### src/rtl/sweep_pkg.sv
// Shared definitions for the exhaustive sweep capture block: FSM states,
// default MISR constants and the record layout streamed to the logger.
package sweep_pkg;

   typedef enum logic [1:0] {
      IDLE  = 2'd0,
      DRIVE = 2'd1,
      EMIT  = 2'd2,
      DONE  = 2'd3
   } sweep_state_e;

   localparam logic [15:0] SIG_POLY_DEFAULT = 16'h1021;
   localparam logic [15:0] SIG_SEED_DEFAULT = 16'hFFFF;

   localparam int unsigned REC_PAT_WIDTH = 8;

   typedef struct packed {
      logic [REC_PAT_WIDTH-1:0] pattern;
      logic                     out_bit;
   } sweep_record_t;

endpackage

### src/rtl/exhaustive_sweep_capture_if.sv
// Record stream from the sweep sequencer to a downstream logger.
interface exhaustive_sweep_capture_if #(
   parameter int unsigned N_WIDTH = 8
);
   logic               rec_valid;
   logic               rec_ready;
   logic [N_WIDTH-1:0] rec_pattern;
   logic               rec_bit;

   modport master (
      output rec_valid,
      output rec_pattern,
      output rec_bit,
      input  rec_ready
   );

   modport slave (
      input  rec_valid,
      input  rec_pattern,
      input  rec_bit,
      output rec_ready
   );
endinterface

### src/rtl/sweep_misr.sv
// Multiple-input signature register: seeds on request, otherwise folds one
// zero-extended data word into the signature per enabled cycle.
module sweep_misr
   import sweep_pkg::*;
#(
   parameter int unsigned          SIG_WIDTH  = 16,
   parameter int unsigned          DATA_WIDTH = 9,
   parameter logic [SIG_WIDTH-1:0] SIG_POLY   = SIG_POLY_DEFAULT,
   parameter logic [SIG_WIDTH-1:0] SIG_SEED   = SIG_SEED_DEFAULT
) (
   input  logic                  CK,
   input  logic                  reset,
   input  logic                  seed,
   input  logic                  en,
   input  logic [DATA_WIDTH-1:0] data,
   output logic [SIG_WIDTH-1:0]  sig
);

   logic [SIG_WIDTH-1:0] sig_step;

   always_comb begin
      sig_step = {sig[SIG_WIDTH-2:0], 1'b0} ^ SIG_WIDTH'(data);
      if (sig[SIG_WIDTH-1]) begin
         sig_step = sig_step ^ SIG_POLY;
      end
   end

   always_ff @(posedge CK) begin
      if (reset) begin
         sig <= SIG_SEED;
      end else if (seed) begin
         sig <= SIG_SEED;
      end else if (en) begin
         sig <= sig_step;
      end
   end

endmodule

### src/rtl/exhaustive_sweep_capture.sv
// Exhaustive sweep sequencer: walks every input pattern of a single-output
// block, streams {pattern, bit} records and compacts the response.
module exhaustive_sweep_capture
   import sweep_pkg::*;
#(
   parameter int unsigned          N_WIDTH       = 8,
   parameter int unsigned          SETTLE_CYCLES = 1,
   parameter int unsigned          SIG_WIDTH     = 16,
   parameter logic [SIG_WIDTH-1:0] SIG_POLY      = SIG_POLY_DEFAULT,
   parameter logic [SIG_WIDTH-1:0] SIG_SEED      = SIG_SEED_DEFAULT
) (
   input  logic                       CK,
   input  logic                       reset,
   input  logic                       start,
   output logic [N_WIDTH-1:0]         pat_out,
   input  logic                       dut_out,
   exhaustive_sweep_capture_if.master rec,
   output logic                       busy,
   output logic                       done,
   output logic [SIG_WIDTH-1:0]       signature,
   output logic [N_WIDTH:0]           ones_count
);

   localparam logic [3:0] SETTLE_LAST = 4'(SETTLE_CYCLES - 1);

   sweep_state_e state, state_next;
   logic [3:0]   settle_cnt;
   logic         start_sweep;
   logic         sample;
   logic         accept;
   logic         last_pat;

   assign last_pat = (pat_out == '1);

   always_ff @(posedge CK) begin
      if (reset) begin
         state <= IDLE;
      end else begin
         state <= state_next;
      end
   end

   always_comb begin
      state_next  = state;
      start_sweep = 1'b0;
      sample      = 1'b0;
      accept      = 1'b0;
      case (state)
         IDLE, DONE: begin
            if (start) begin
               start_sweep = 1'b1;
               state_next  = DRIVE;
            end
         end
         DRIVE: begin
            if (settle_cnt == SETTLE_LAST) begin
               sample     = 1'b1;
               state_next = EMIT;
            end
         end
         EMIT: begin
            if (rec.rec_valid && rec.rec_ready) begin
               accept     = 1'b1;
               state_next = last_pat ? DONE : DRIVE;
            end
         end
         default: state_next = IDLE;
      endcase
   end

   // The all-ones pattern ends the sweep instead of wrapping pat_out to zero.
   always_ff @(posedge CK) begin
      if (reset) begin
         pat_out         <= '0;
         settle_cnt      <= '0;
         rec.rec_valid   <= 1'b0;
         rec.rec_pattern <= '0;
         rec.rec_bit     <= 1'b0;
         busy            <= 1'b0;
         done            <= 1'b0;
         ones_count      <= '0;
      end else begin
         if (start_sweep) begin
            pat_out    <= '0;
            settle_cnt <= '0;
            ones_count <= '0;
            busy       <= 1'b1;
            done       <= 1'b0;
         end
         if (state == DRIVE) begin
            settle_cnt <= settle_cnt + 1'b1;
         end
         if (sample) begin
            rec.rec_valid   <= 1'b1;
            rec.rec_pattern <= pat_out;
            rec.rec_bit     <= dut_out;
            if (dut_out) begin
               ones_count <= ones_count + 1'b1;
            end
         end
         if (accept) begin
            rec.rec_valid <= 1'b0;
            if (last_pat) begin
               busy <= 1'b0;
               done <= 1'b1;
            end else begin
               pat_out    <= pat_out + 1'b1;
               settle_cnt <= '0;
            end
         end
      end
   end

   sweep_misr #(
      .SIG_WIDTH  (SIG_WIDTH),
      .DATA_WIDTH (N_WIDTH + 1),
      .SIG_POLY   (SIG_POLY),
      .SIG_SEED   (SIG_SEED)
   ) u_misr (
      .CK    (CK),
      .reset (reset),
      .seed  (start_sweep),
      .en    (sample),
      .data  ({pat_out, dut_out}),
      .sig   (signature)
   );

endmodule

### src/flat_wrapper.sv
// flat-port wrapper written by rule: the top's interface ports become plain ports
module exhaustive_sweep_capture_flat import sweep_pkg::*;
#(
   parameter int unsigned          N_WIDTH       = 8,
   parameter int unsigned          SETTLE_CYCLES = 1,
   parameter int unsigned          SIG_WIDTH     = 16,
   parameter logic [SIG_WIDTH-1:0] SIG_POLY      = SIG_POLY_DEFAULT,
   parameter logic [SIG_WIDTH-1:0] SIG_SEED      = SIG_SEED_DEFAULT
)
  (CK, reset, start, pat_out, dut_out, busy, done, signature, ones_count, rec_rec_valid, rec_rec_pattern, rec_rec_bit, rec_rec_ready);
  exhaustive_sweep_capture_if #(.N_WIDTH(N_WIDTH)) rec_i ();
  input  logic CK;
  input  logic reset;
  input  logic start;
  output logic [N_WIDTH-1:0] pat_out;
  input  logic dut_out;
  output logic busy;
  output logic done;
  output logic [SIG_WIDTH-1:0] signature;
  output logic [N_WIDTH:0] ones_count;
  output wire logic [$bits(rec_i.rec_valid)-1:0] rec_rec_valid;
  output wire logic [$bits(rec_i.rec_pattern)-1:0] rec_rec_pattern;
  output wire logic [$bits(rec_i.rec_bit)-1:0] rec_rec_bit;
  input wire logic [$bits(rec_i.rec_ready)-1:0] rec_rec_ready;
  assign rec_rec_valid = rec_i.rec_valid;
  assign rec_rec_pattern = rec_i.rec_pattern;
  assign rec_rec_bit = rec_i.rec_bit;
  assign rec_i.rec_ready = rec_rec_ready;
  exhaustive_sweep_capture #(.N_WIDTH(N_WIDTH), .SETTLE_CYCLES(SETTLE_CYCLES), .SIG_WIDTH(SIG_WIDTH), .SIG_POLY(SIG_POLY), .SIG_SEED(SIG_SEED)) u_core (.CK(CK), .reset(reset), .start(start), .pat_out(pat_out), .dut_out(dut_out), .rec(rec_i), .busy(busy), .done(done), .signature(signature), .ones_count(ones_count));
endmodule
### config.mk
export PLATFORM = sky130hd
export DESIGN_NAME = exhaustive_sweep_capture_flat
export DESIGN_NICKNAME = d
export VERILOG_FILES = /design/src/rtl/sweep_pkg.sv /design/src/rtl/exhaustive_sweep_capture_if.sv /design/src/rtl/sweep_misr.sv /design/src/rtl/exhaustive_sweep_capture.sv /design/src/flat_wrapper.sv
export SDC_FILE = /design/constraint.sdc
export NUM_CORES = 1
export LEC_CHECK = 0
export ABC_AREA = 0
export CORE_ASPECT_RATIO = 1.25
export CORE_MARGIN = 2
export CORE_UTILIZATION = 54
export DETAILED_ROUTE_END_ITERATION = 7
export GPL_TIMING_DRIVEN = 1
export PLACE_DENSITY_LB_ADDON = 0.12
export RECOVER_POWER = 100
export SETUP_SLACK_MARGIN = 0.3
export SYNTH_ARGS = -nofsm -noshare
export SYNTH_HDL_FRONTEND = slang
export SYNTH_SLANG_ARGS = --single-unit
### constraint.sdc
create_clock -name CK -period 5.1 [get_ports CK]
set_input_delay 0.765 -clock CK [delete_from_list [all_inputs] [get_ports CK]]
set_output_delay 0.765 -clock CK [all_outputs]
set_load 0.01 [all_outputs]
======== Word-level counts from Yosys, hierarchy flattened ========
Index checks and enable logic that the tools add are counted.
cells by class
  multiply operators ...................... 0
  div/mod/pow operators ................... 0
  shift-type cells ........................ 0
  equal/unequal tests ..................... 7
  reductions and logical operators ........ 7
  bitwise gates (word level) .............. 2
  order comparisons ....................... 0
  muxes and demuxes ....................... 28
  add/subtract/negate cells ............... 3
operators with widths
  cell                                                              count
  9-bit 2-to-1 mux                                                  3
  8-bit 2-to-1 mux                                                  3
  4-bit 2-to-1 mux                                                  4
  16-bit by 9-bit XOR with 16-bit output                            1
  13-bit 2-to-1 mux                                                 1
  1-bit 2-to-1 mux                                                  12
  9-bit by 1-bit adder with 9-bit output (second input constant)    1
  8-bit by 1-bit adder with 8-bit output (second input constant)    1
  8-bit == test (second input constant)                             1
  2-bit 2-to-1 mux                                                  4
  2-bit one-hot mux with 3 select lines                             1
  2-bit OR reduction                                                3
  4-bit by 1-bit adder with 4-bit output (second input constant)    1
  2-bit == test (second input constant)                             2
  4-bit logical NOT                                                 1
  2-bit by 1-bit != test with 1-bit output (second input constant)  2
  3-bit inverter                                                    1
  3-bit AND reduction                                               1
  2-bit by 1-bit == test with 1-bit output (second input constant)  1
  2-bit logical NOT                                                 1
  2-bit != test (second input constant)                             1
  1-bit logical AND                                                 1
word-level totals
  logic and storage cells ................. 57
  bits of input ports ..................... 5
  latch bits .............................. 0
  memories kept ........................... 0
  RAM bits ................................ 0
  bits in registers ....................... 51
  bits in read-only memories .............. 0
  output and inout port bits .............. 45

======== Longest topological paths before layout ========
  depth in word-level cells ............... 7
  gate-level depth with buffers ........... 7
  depth with buffers taken out ............ 6

======== By module ========
Synthesis repeated with hierarchy kept, for this count alone.
unflattened totals
  cell total of the unflattened synthesis .. 265
  area, all modules ....................... 2371.0 um2
modules (own cells, without submodules)
  module                    cells each  area each (um2)  instances  seq. area each (um2)
  exhaustive_sweep_capture  196         1652.8           1          700.7
  sweep_misr                69          718.2            1          320.3

======== Worst setup path after synthesis ========
No wires, ideal clock.
  path type ............................... in2reg
  from .................................... input port rec_rec_ready
  to ...................................... register u_core.pat_out[5]
  cell stages on the path ................. 5
  setup time .............................. 0.127 ns
  setup slack ............................. 3.254 ns
  data arrival time ....................... 1.719 ns
  cell sequence ........................... and3_1 buf_2 o21ai_1 and3_1 or3_1
on the way
  word-level cells in the longest chain between the ends .. 4
ends and longest elaborated chain
  what                  line                             text
  start, declared       flat_wrapper.sv:24               input wire logic [$bits(rec_i.rec_ready)-1:0] rec_rec_ready;
  1-bit logical AND     exhaustive_sweep_capture.sv:62   if (rec.rec_valid && rec.rec_ready) begin
  1-bit 2-to-1 mux      exhaustive_sweep_capture.sv:62
  1-bit 2-to-1 mux      exhaustive_sweep_capture.sv:48   case (state)
  8-bit 2-to-1 mux      exhaustive_sweep_capture.sv:101  if (accept) begin
  end signal, assigned  exhaustive_sweep_capture.sv:107  pat_out <= pat_out + 1'b1;
  end, declared         exhaustive_sweep_capture.sv:15   output logic [N_WIDTH-1:0] pat_out,
No other way between the ends.
A chain may end at the register's enable or synchronous reset.

======== Worst setup path after layout ========
  from .................................... register u_core.state[1]
  to ...................................... register u_core.ones_count[4]
on the way
  word-level cells in the longest chain between the ends .. 6
ends and longest elaborated chain
  what                                                       line                            text
  start, declared                                            exhaustive_sweep_capture.sv:26  sweep_state_e state, state_next;
  start signal, assigned                                     exhaustive_sweep_capture.sv:39  state <= state_next;
  2-bit == test / 2-bit logical NOT (equally long branches)  exhaustive_sweep_capture.sv:48
  2-bit OR reduction                                         exhaustive_sweep_capture.sv:48
  1-bit 2-to-1 mux                                           exhaustive_sweep_capture.sv:48
  9-bit 2-to-1 mux                                           exhaustive_sweep_capture.sv:83  if (start_sweep) begin
  9-bit 2-to-1 mux                                           exhaustive_sweep_capture.sv:97  if (dut_out) begin
  9-bit 2-to-1 mux *                                         exhaustive_sweep_capture.sv:93  if (sample) begin
  end signal, assigned                                       exhaustive_sweep_capture.sv:98  ones_count <= ones_count + 1'b1;
  end, declared                                              exhaustive_sweep_capture.sv:21  output logic [N_WIDTH:0] ones_count
Mark *: on every way between the ends. The rest lies on a longest branch, timed or not.

==> results by group <==
Status
  • Result of the run: finished, violations left
  • Violations in the final reports: max-capacitance violations, max-slew violations

Placement
  • Cell area reported after detailed placement: 0.00283 sq mm
  • Weighted congestion at the end of routability-driven global placement: 0.830
  • Hpwl dp: approximately 3600 um
  • Cell Count Post-Placement: roughly 370
  • Number of I/O port buffers: 49

Floorplan
  • Area enclosed by the die boundary: about 0.0049 sq mm
  • Ports: 50
  • Number of cell rows: 26
  • Die Span X: roughly 63 um
  • Die extent in y: roughly 78 um
  • Starting Density: 0.571
  • Area of the core: approximately 0.0041 sq mm

Synth
  • Post-Syn Nets: 294
  • Main area contributors after synthesis: sky130_fd_sc_hd__dfxtp_1, sky130_fd_sc_hd__nand2_1, sky130_fd_sc_hd__a21oi_1
  • Warnings from Yosys: 0
  • Post-synthesis cell type with the largest combined area: sky130_fd_sc_hd__dfxtp_1
  • Average instance area after synthesis: 8.36 sq um
  • Post-synthesis sequential area ratio: 0.433
  • Top_reg_cell synth: sky130_fd_sc_hd__dfxtp_1
  • Post-synthesis instance total: approximately 280
  • Cell area after synthesis: 0.00236 sq mm
  • Flip-flop and latch count after synthesis: 51
  • Count of flip-flops with a built-in enable after synthesis: 0
  • Area share of the leading cell type in the synthesized netlist: 0.433
  • Async set-reset flop share out of synthesis: 0
  • Netlist cell types: 42

Power
  • Switch share: 0.297
  • Final total power: 0.962 mW
  • Leakage: about 1.1 nW
  • Worst voltage drop across the vdd grid: ~0.22 mV
  • Cell Pwr Density: 329 mW/mm^2
  • Sequential share of power: 0.473
  • Net switching power: 0.286 mW
  • Portion of total power attributed to combinational logic: 0.246
  • Clock share of power: 0.281
  • Design internal power: 0.677 mW

Detailed routing
  • Drt wl/cell: approximately 14 um
  • Violation count after the first detailed-route iteration: 174
  • ANT nets after route: 0
  • Count of TritonRoute iterations in the first routing pass: 4
  • Final wirelength: approximately 5100 um
  • Post-route DRC violation count: 0
  • Total via count in the routed design: between 2000 and 2500
  • Via density per instance: between 5 and 6

Timing
  • Minimum clock period after layout: around 3.1 ns
  • Final hold slack: 0.465 ns
  • Total count of max-transition violations in the final report: 40
  • Post-route fraction of the period consumed by the critical path: 0.606
  • Worst Clk Skew: 0.00746 ns
  • Least-Margin Pin Slew: between 1.5 and 2 ns
  • Setup Viol. Count Final: 0
  • Post-route setup TNS: 0 ns
  • Number of endpoints with negative hold slack in the final report: 0
  • Fmax: between 300 and 400 MHz
  • Unrepaired setup endpoints after global routing: false
  • Headroom to the max-slew limit: -0.0344

Clocking
  • CTS tree: built
  • Inserted Clock Buffers: 5
  • # clock sinks: around 50
  • Clock latency of the later-clocked register in the worst-skew pair: approximately 0.3 ns
  • CTS resizes: 0
  • Clock slew at reported path FFs: 0.09 ns
  • Post-CTS Hold Fix Bufs: 0
  • Clock root buffer: sky130_fd_sc_hd__clkbuf_8
  • Maximum root-to-sink buffer count: 2
  • Htree depth: 2
  • Setup fix buffers added after clock tree synthesis: 0

Global routing
  • Number of global-route vias before repair: roughly 1800
  • First-pass GRT wire length: about 8500 um
  • Pin count of the biggest net entering global routing: 40
  • Number of antenna violations at the first check in global routing: 0
  • Total congestion overflow: 0
  • Aggregate global-route resource usage: 0.213

Worst setup path
  • Required arrival time at the worst endpoint: roughly 5.2 ns
  • Crit path arrival time: 3.23 ns
  • Critical Path Start Type: flop
  • Top fanout value on the critical path: 39
  • Category of the worst setup path capture point: flop
  • Critical path type: reg2reg

Final layout
  • Total Nets Final: approximately 330
  • Synth-to-layout area growth: 24.0%
  • Final Cell Area: 0.00293 sq mm
  • Layout cell share with drive strength beyond 1: 0.0315
  • Antenna cells: 0
  • Post-layout instance count excluding filler cells: between 300 and 400

Worst hold path
  • Classification of the worst-slack hold path: reg2reg

Flow run
  • MaxCap Viol Count: 1
## state kept, by name, summed over array words and instances (netlist names)
name and count:
u_core.u_misr.sig 16, u_core.ones_count 9, u_core.pat_out 8, u_core.rec.rec_pattern 8, u_core.settle_cnt 4, u_core.state 2, u_core.busy 1, u_core.done 1
u_core.rec.rec_bit 1, u_core.rec.rec_valid 1
## layer usage
layer	part of all wire	wire length (um)	GRT usage
met5	0	0	0
met1	0.46	2320	0.278
met4	0.013	64	0.0778
met2	0.48	2430	0.347
met3	0.047	239	0.0420
## power by group through the flow
stage | Combinational, mW | Clock (mW) | Sequential [mW]
after global routing | 0.266 | 0.294 | 0.460
after global placement | 0.244 | 0 | 0.464
after detailed placement | 0.249 | 0 | 0.466
final | 0.237 | 0.270 | 0.455
after CTS | 0.249 | 0.279 | 0.456
after floorplan | 0.168 | 0 | 0.469
## through the flow
| stage | util | worst slack, ns |
|---|---|---|
| 6_report | 0.708 | 2.01 |
| 5_1_grt | 0.708 | 1.66 |
| 4_1_cts | 0.710 | 2.43 |
| 3_5_place_dp | 0.685 | 2.09 |
| 3_3_place_gp | 0.685 | 2.16 |
| 2_1_floorplan | - | 3.25 |
## logic make-up (layout without fill, tap and decap cells)
kind of cell    Yosys count  in the layout  synth area share
flops                    51             51             0.433
simple gates            114            114             0.239
mux                       2              2            0.0106
fa+ha+maj                 7              7            0.0371
compound gates           66             66             0.174
xor+xnor                 13             13            0.0483
buf+inv                  29             64            0.0578
## final cells by class
cell class | count | area (sq um)
tap | 56 | 70.1
inverter | 5 | 18.8
multi-input combinational | 202 | 1210
timing repair buffer | 52 | 505
clock buffer | 6 | 72.6
fill | 331 | 1210
sequential | 51 | 1020
clock inverter | 1 | 30.0
## critical path, stage by stage (launching register included)
cell and delay, ns:
sky130_fd_sc_hd__dfxtp_1 0.36, sky130_fd_sc_hd__inv_1 0.06, sky130_fd_sc_hd__ha_1 0.31, sky130_fd_sc_hd__nand4bb_1 0.15, sky130_fd_sc_hd__clkbuf_1 1.13, sky130_fd_sc_hd__nor2_1 0.49
sky130_fd_sc_hd__a41oi_1 0.36, sky130_fd_sc_hd__a211oi_1 0.07
## path summary, 6_finish.rpt
| kind | startpoint | endpoint | slack, ns | depth (start not counted) |
|---|---|---|---|---|
| setup reg to reg | u_core.state[1] | u_core.ones_count[4] | 2.01 | 7 |
| setup / recovery | u_core.state[1] | u_core.ones_count[4] | 2.01 | 7 |
| hold reg to reg | u_core.rec.rec_pattern[4] | u_core.rec.rec_pattern[4] | 0.47 | 2 |
| hold / removal | u_core.rec.rec_pattern[4] | u_core.rec.rec_pattern[4] | 0.47 | 2 |
## Yosys cell counts, types with 2 or more instances
cell	n
sky130_fd_sc_hd__o21ai_1	4
sky130_fd_sc_hd__o21ai_0	3
sky130_fd_sc_hd__inv_1	5
sky130_fd_sc_hd__nor2b_1	3
sky130_fd_sc_hd__nand4_1	2
sky130_fd_sc_hd__nand2_1	52
sky130_fd_sc_hd__a31oi_1	2
sky130_fd_sc_hd__clkbuf_1	14
sky130_fd_sc_hd__a211oi_1	6
sky130_fd_sc_hd__and4_1	2
sky130_fd_sc_hd__nand3b_1	6
sky130_fd_sc_hd__ha_1	7
sky130_fd_sc_hd__o211ai_1	13
sky130_fd_sc_hd__or3_1	4
sky130_fd_sc_hd__buf_2	4
sky130_fd_sc_hd__nor3_1	3
sky130_fd_sc_hd__nor2_1	8
sky130_fd_sc_hd__a21oi_1	29
sky130_fd_sc_hd__dfxtp_1	51
sky130_fd_sc_hd__and3_1	4
sky130_fd_sc_hd__xor2_1	2
sky130_fd_sc_hd__nand3_1	20
sky130_fd_sc_hd__nor4_1	2
sky130_fd_sc_hd__a41oi_1	2
sky130_fd_sc_hd__nand2b_1	2
sky130_fd_sc_hd__buf_4	6
sky130_fd_sc_hd__xnor2_1	11
## cells in the final DEF, fill, tap and decap left out, types with 2 or more instances in the layout
master | netlist | routed
sky130_fd_sc_hd__a211oi_1 | 6 | 6
sky130_fd_sc_hd__a21oi_1 | 29 | 29
sky130_fd_sc_hd__a31oi_1 | 2 | 2
sky130_fd_sc_hd__a41oi_1 | 2 | 2
sky130_fd_sc_hd__and3_1 | 4 | 4
sky130_fd_sc_hd__and4_1 | 2 | 2
sky130_fd_sc_hd__clkbuf_1 | 14 | 3
sky130_fd_sc_hd__clkbuf_8 | 0 | 5
sky130_fd_sc_hd__clkdlybuf4s50_1 | 0 | 2
sky130_fd_sc_hd__dfxtp_1 | 51 | 51
sky130_fd_sc_hd__dlygate4sd3_1 | 0 | 47
sky130_fd_sc_hd__ha_1 | 7 | 7
sky130_fd_sc_hd__inv_1 | 5 | 5
sky130_fd_sc_hd__nand2_1 | 52 | 52
sky130_fd_sc_hd__nand2b_1 | 2 | 2
sky130_fd_sc_hd__nand3_1 | 20 | 20
sky130_fd_sc_hd__nand3b_1 | 6 | 6
sky130_fd_sc_hd__nand4_1 | 2 | 2
sky130_fd_sc_hd__nor2_1 | 8 | 8
sky130_fd_sc_hd__nor2b_1 | 3 | 3
sky130_fd_sc_hd__nor3_1 | 3 | 3
sky130_fd_sc_hd__nor4_1 | 2 | 2
sky130_fd_sc_hd__o211ai_1 | 13 | 13
sky130_fd_sc_hd__o21ai_0 | 3 | 5
sky130_fd_sc_hd__o21ai_1 | 4 | 2
sky130_fd_sc_hd__or3_1 | 4 | 4
sky130_fd_sc_hd__xnor2_1 | 11 | 11
sky130_fd_sc_hd__xor2_1 | 2 | 2
Note: power is estimated with default switching activity, not from simulation.
